--- config.mk ---
export PLATFORM = sky130hd
export DESIGN_NAME = secuenciador_if
export DESIGN_NICKNAME = d
export VERILOG_FILES = /design/src/rtl/secuenciador_if.sv
export SDC_FILE = /design/constraint.sdc
export NUM_CORES = 1
export LEC_CHECK = 0
export ABC_AREA = 1
export BUFFER_PORTS_ARGS = -buffer_cell sky130_fd_sc_hd__buf_4
export CAP_MARGIN = 25
export CORE_ASPECT_RATIO = 0.9
export CORE_MARGIN = 1.5
export CORE_UTILIZATION = 28
export DETAILED_ROUTE_END_ITERATION = 12
export GPL_ROUTABILITY_DRIVEN = 0
export HOLD_SLACK_MARGIN = 0.1
export MAX_ROUTING_LAYER = met4
export PLACE_DENSITY = 0.59
export SYNTH_ARGS = -nofsm -noshare
export SYNTH_HDL_FRONTEND = slang
export SYNTH_SLANG_ARGS = --single-unit
--- constraint.sdc ---
create_clock -name i_clk -period 1.4 [get_ports i_clk]
set_input_delay 0 -clock i_clk [delete_from_list [all_inputs] [get_ports i_clk]]
set_output_delay 0 -clock i_clk [all_outputs]
set_load 0.005 [all_outputs]
--- src/rtl/secuenciador_if.sv ---
// rtl/secuenciador_if.sv - control sequencer for the vector processor fetch stage
//
// Purpose:
//   Accepts an algorithm request and steers the fetch stage PC to that
//   algorithm's ROM entry point. It flushes the single stale instruction
//   left by the synchronous ROM, then marks fetched instructions valid for
//   decode until a HALT opcode arrives or the watchdog limit is reached.
//
// Parameters:
//   HALT_OP        opcode that terminates an algorithm
//   MAX_INSTR      watchdog limit on valid instructions per run (1..1023)
//
// Ports:
//   i_clk          system clock, rising edge
//   i_reset        asynchronous active-high reset
//   i_start        request pulse, sampled only in IDLE
//   i_algoritmo    algorithm index 0..7 (same encoding as fetch sel_dir)
//   i_opcode       opcode currently presented by the fetch stage
//   o_sel_dir      registered entry-point select to the fetch stage
//   o_sel_pc       1 = load entry point into PC, 0 = PC+1
//   o_instr_valid  current fetch instruction belongs to the running algorithm
//   o_busy         run in progress (SALTO, FLUSH, EJEC)
//   o_done         one-cycle completion pulse (FIN)
//   o_error        run ended by watchdog; held until next accepted start
//   o_instr_count  valid instructions issued in the current/last run

module secuenciador_if #(
   parameter logic [3:0]  HALT_OP   = 4'b1111,
   parameter int unsigned MAX_INSTR = 1023
) (
   input  logic       i_clk,
   input  logic       i_reset,
   input  logic       i_start,
   input  logic [2:0] i_algoritmo,
   input  logic [3:0] i_opcode,
   output logic [2:0] o_sel_dir,
   output logic       o_sel_pc,
   output logic       o_instr_valid,
   output logic       o_busy,
   output logic       o_done,
   output logic       o_error,
   output logic [9:0] o_instr_count
);

   localparam logic [9:0] C_MAX = 10'(MAX_INSTR);

   typedef enum logic [2:0] {
      S_IDLE  = 3'd0,
      S_SALTO = 3'd1,
      S_FLUSH = 3'd2,
      S_EJEC  = 3'd3,
      S_FIN   = 3'd4
   } state_t;

   state_t     r_state;
   state_t     w_next;
   logic [2:0] r_sel_dir;
   logic [9:0] r_count;
   logic       r_error;

   logic       w_halt;
   logic       w_latch;
   logic       w_count_inc;
   logic       w_wdog;

   assign w_halt = (i_opcode == HALT_OP);

   // Next-state and output decode. Every output except o_instr_valid depends
   // on the state register alone; o_instr_valid additionally masks the HALT
   // opcode so it is never forwarded to decode.
   always_comb begin
      w_next        = r_state;
      w_latch       = 1'b0;
      w_count_inc   = 1'b0;
      w_wdog        = 1'b0;
      o_sel_pc      = 1'b0;
      o_instr_valid = 1'b0;
      o_busy        = 1'b0;
      o_done        = 1'b0;

      case (r_state)
         S_IDLE: begin
            if (i_start) begin
               w_latch = 1'b1;
               w_next  = S_SALTO;
            end
         end

         S_SALTO: begin
            o_sel_pc = 1'b1;
            o_busy   = 1'b1;
            w_next   = S_FLUSH;
         end

         // ROM output is still the pre-jump instruction this cycle.
         S_FLUSH: begin
            o_busy = 1'b1;
            w_next = S_EJEC;
         end

         S_EJEC: begin
            o_busy = 1'b1;
            if (w_halt) begin
               // HALT takes priority over the watchdog: it is not counted,
               // so it can never be the instruction that hits the limit.
               w_next = S_FIN;
            end else begin
               o_instr_valid = 1'b1;
               if (r_count != C_MAX) begin
                  w_count_inc = 1'b1;
               end
               // Count reaches the limit with this instruction.
               if (r_count >= (C_MAX - 10'd1)) begin
                  w_wdog = 1'b1;
                  w_next = S_FIN;
               end
            end
         end

         S_FIN: begin
            o_done = 1'b1;
            w_next = S_IDLE;
         end

         default: begin
            w_next = S_IDLE;
         end
      endcase
   end

   always_ff @(posedge i_clk or posedge i_reset) begin
      if (i_reset) begin
         r_state   <= S_IDLE;
         r_sel_dir <= 3'd0;
         r_count   <= 10'd0;
         r_error   <= 1'b0;
      end else begin
         r_state <= w_next;
         if (w_latch) begin
            r_sel_dir <= i_algoritmo;
            r_count   <= 10'd0;
            r_error   <= 1'b0;
         end
         if (w_count_inc) begin
            r_count <= r_count + 10'd1;
         end
         if (w_wdog) begin
            r_error <= 1'b1;
         end
      end
   end

   assign o_sel_dir     = r_sel_dir;
   assign o_error       = r_error;
   assign o_instr_count = r_count;

endmodule

==> metrics.csv <==
stage;metric;value;unit
timing;final setup margin;0.0730;ns
global_routing;first-pass GRT wire length;4090;um
global_routing;vias in the first global route;950;
setup_path;crit-path max cell delay;0.41;ns
route;antenna viol nets, final;0;
setup_path;reg2reg setup slack;0.07;ns
setup_path;most used cell, CP;nor2_1;
floorplan;die width;65.1;um
timing;Slew headroom;0.575;
synth;Ys Warns;0;
synth;syn_area_per_cell;7.78;um2
synth;sequential share of the synthesized area;0.438;
setup_path;Reg-to-Reg End;r_state[2];
synth;area fraction of the dominant cell type after synthesis;0.438;
synth;mapped cell area;972;um2
setup_path;worst reg-to-reg path cell count;9;
synth;EDFF count, synth;0;
synth;top cell type by total area after synthesis;dfrtp_1;
timing;Setup Viol. Count Final;0;
place;dpl hpwl;1670;um
route;initial drt markers;42;
min_path;HP Class;in2reg;
setup_path;crit start category;register;
route;average wire per standard cell;10.6;um
synth;Cells after Synth;125;
synth;post-synth net total;137;
setup_path;r2r startpoint;o_instr_count[0];
synth;post-synthesis async set-or-reset flop share;1.00;
finish;Layout Area Growth over Synthesis;50.1;%
global_routing;initial antenna violation count;0;
finish;nets;186;
floorplan;Initial Utilization;0.290;
route;Via density;4.52;
timing;Max Clock Freq;0.754;GHz
min_path;Min-Delay Endpoint;r_state[0];
route;Vias;980;
timing;crit share post-route;0.948;
pwr;Pwr Density;1550;nW/um2
clock_network;root buffer cell;clkbuf_8;
clock_network;CTS H-Tree Depth;1;
pwr;worst vdd ir;0.668;mV
route;met3 routed WL;108;um
global_routing;GR Util All Layers;0.141;
setup_path;worst path cell trace;buf_6 > inv_2 > ha_4 > nor2_2 > nor2_1 > nand3_1 > nand2_2 > nand2_1 > nor2_1;
flow_run;Max-Cap Viols;0;
setup_path;crit end category;register;
clock_network;CTS tree;done;
setup_path;CP Data Arrival Time;1.51;ns
route;router iterations before antenna repair;4;
clock_network;TritonCTS buffer count;3;
place;port bufs;27;
synth;most area-consuming cells after synthesis;dfrtp_1, nand2_1, nand3_1, nor2_1, inv_1;
setup_path;CP required;1.59;ns
route;highest metal used;met4;
min_path;origin of the worst min-delay path;i_opcode[3];
timing;max-slew violations;0;
place;Place WS;-0.00702;ns
run_status;status;finished clean;
setup_path;CP max stage cell;dfrtp_1;
setup_path;crit path kind;reg2reg;
floorplan;FP Rows;20;
floorplan;core area;3350;um2
finish;share of layout cells above drive strength 1;0.347;
clock_network;Clock transition at path regs;0.07;ns
synth;Yosys cell types;20;
min_path;hold depth;7;
setup_path;Max FO, Critical Path;5;
finish;# diodes;0;
pwr;Overall Power;2.26;mW
floorplan;Die Y;58.9;um
floorplan;die area;3830;um2
route;DR DRC count;0;
floorplan;I/O pin count;28;
clock_network;Bufs on Longest Clock Path;2;
synth;commonest cells in the netlist;nand2_1, nand3_1, dfrtp_1;
route;Routed WL;2310;um
clock_network;clk_lat worst skew;0.25;ns
route;M1 WL;1060;um
clock_network;CTS sink cnt;17;
timing;Fin Clk Skew;0.00397;ns
global_routing;grt total ovfl;0;
timing;Tmin final;1.33;ns
global_routing;largest net degree at the start of global routing;18;
pwr;LEAKAGE;0.734;nW
route;routed wl met2;1120;um
synth;Top FF cell, synth;dfrtp_1;
timing;Hold Vio Cnt, Final;0;
synth;most common cell in the netlist;nand2_1;
synth;FF+latch count, synth;17;
timing;Slew @ Worst Pin;0.636;ns
-- layer usage --
metal  global-route usage  up-vias
li1                     -      503
met4               0.0357        0
met3               0.0363        5
met2                0.231       25
met5                    -        -
met1                0.177      447
-- worst max-delay path: cells and delay by family, from the launching register on --
| kind | cells | cell delay (ns) |
|---|---|---|
| buf+inv | 2 | 0.20 |
| fa+ha+maj | 1 | 0.12 |
| flops | 1 | 0.41 |
| simple gates | 6 | 0.52 |
-- per-stage QoR --
step | std cells | area (um2) | TNS [ns] | util | hold WS (ns)
floorplan | 125 | 972 | 0 | - | -0.0739
global placement | 203 | 1280 | 0 | 0.383 | 0.134
detailed placement | 203 | 1280 | -0.00702 | 0.383 | 0.143
CTS | 215 | 1400 | 0 | 0.419 | 0.382
global route | 217 | 1460 | -0.0266 | 0.435 | 0.422
finish | 217 | 1460 | 0 | 0.435 | 0.363
-- cell usage in the layout (no fill, tap or decap), drive strengths merged --
cell type / netlist / layout
ha: 2 / 2
nor3: 2 / 2
nand4: 3 / 3
dlygate4sd3: 0 / 5
nand3: 20 / 20
nand2: 36 / 36
buf: 3 / 42
dfrtp: 17 / 17
nor2: 16 / 16
o21ai: 8 / 8
xor2: 3 / 3
xnor2: 1 / 1
clkbuf: 0 / 4
o21bai: 1 / 1
a21boi: 2 / 2
inv: 11 / 11
-- how the worst max path moves through the flow --
stage | to | slack [ns] | startpoint | cells past startpoint
global placement | o_instr_count[8] | 0.07 | o_instr_count[0] | 8
finish | r_state[2] | 0.07 | o_instr_count[0] | 9
detailed placement | o_instr_count[8] | -0.007 | o_instr_count[0] | 8
global route | r_state[2] | -0.03 | o_instr_count[0] | 9
CTS | o_instr_count[8] | 0.05 | o_instr_count[1] | 8
floorplan | o_instr_count[2] | 0.06 | o_instr_count[1] | 8
-- power breakdown --
group	internal, mW	switching, mW
registers	0.624	0.137
logic	0.583	0.550
clock network	0.202	0.163
-- state kept, by name, indices dropped and copies added, names as in the netlist --
register       count
o_sel_dir          3
o_error            1
o_instr_count     10
r_state            3
-- kinds of logic after synthesis --
logic type                 after synthesis  share of synthesized area
and+or+nand+nor                         77                      0.372
DFF                                     17                      0.438
buffers and inverters                   14                     0.0644
AOI/OAI and AO/OA                       11                     0.0644
xor gates and xnor gates                 4                     0.0360
adders and majority gates                2                     0.0257
-- area by class of cell --
type	instances	area (um2)
Sequential cell	17	427
Fill cell	355	1890
Inverter	11	41.3
Tap cell	44	55.1
Timing Repair Buffer	47	369
Multi-Input combinational cell	94	522
Clock buffer	4	45.0
-- timing repair --
| item | in CTS | in global routing |
|---|---|---|
| buffers inserted | 3 | 2 |
| endpoints found under the setup margin | 2 | 11 |
| gates resized for setup | 1 | 13 |
| pin swaps | 1 | 7 |
| hold buffers | 5 | 0 |
| endpoints found under the hold margin | 21 | 0 |
Note: power is estimated with default switching activity, not from simulation.
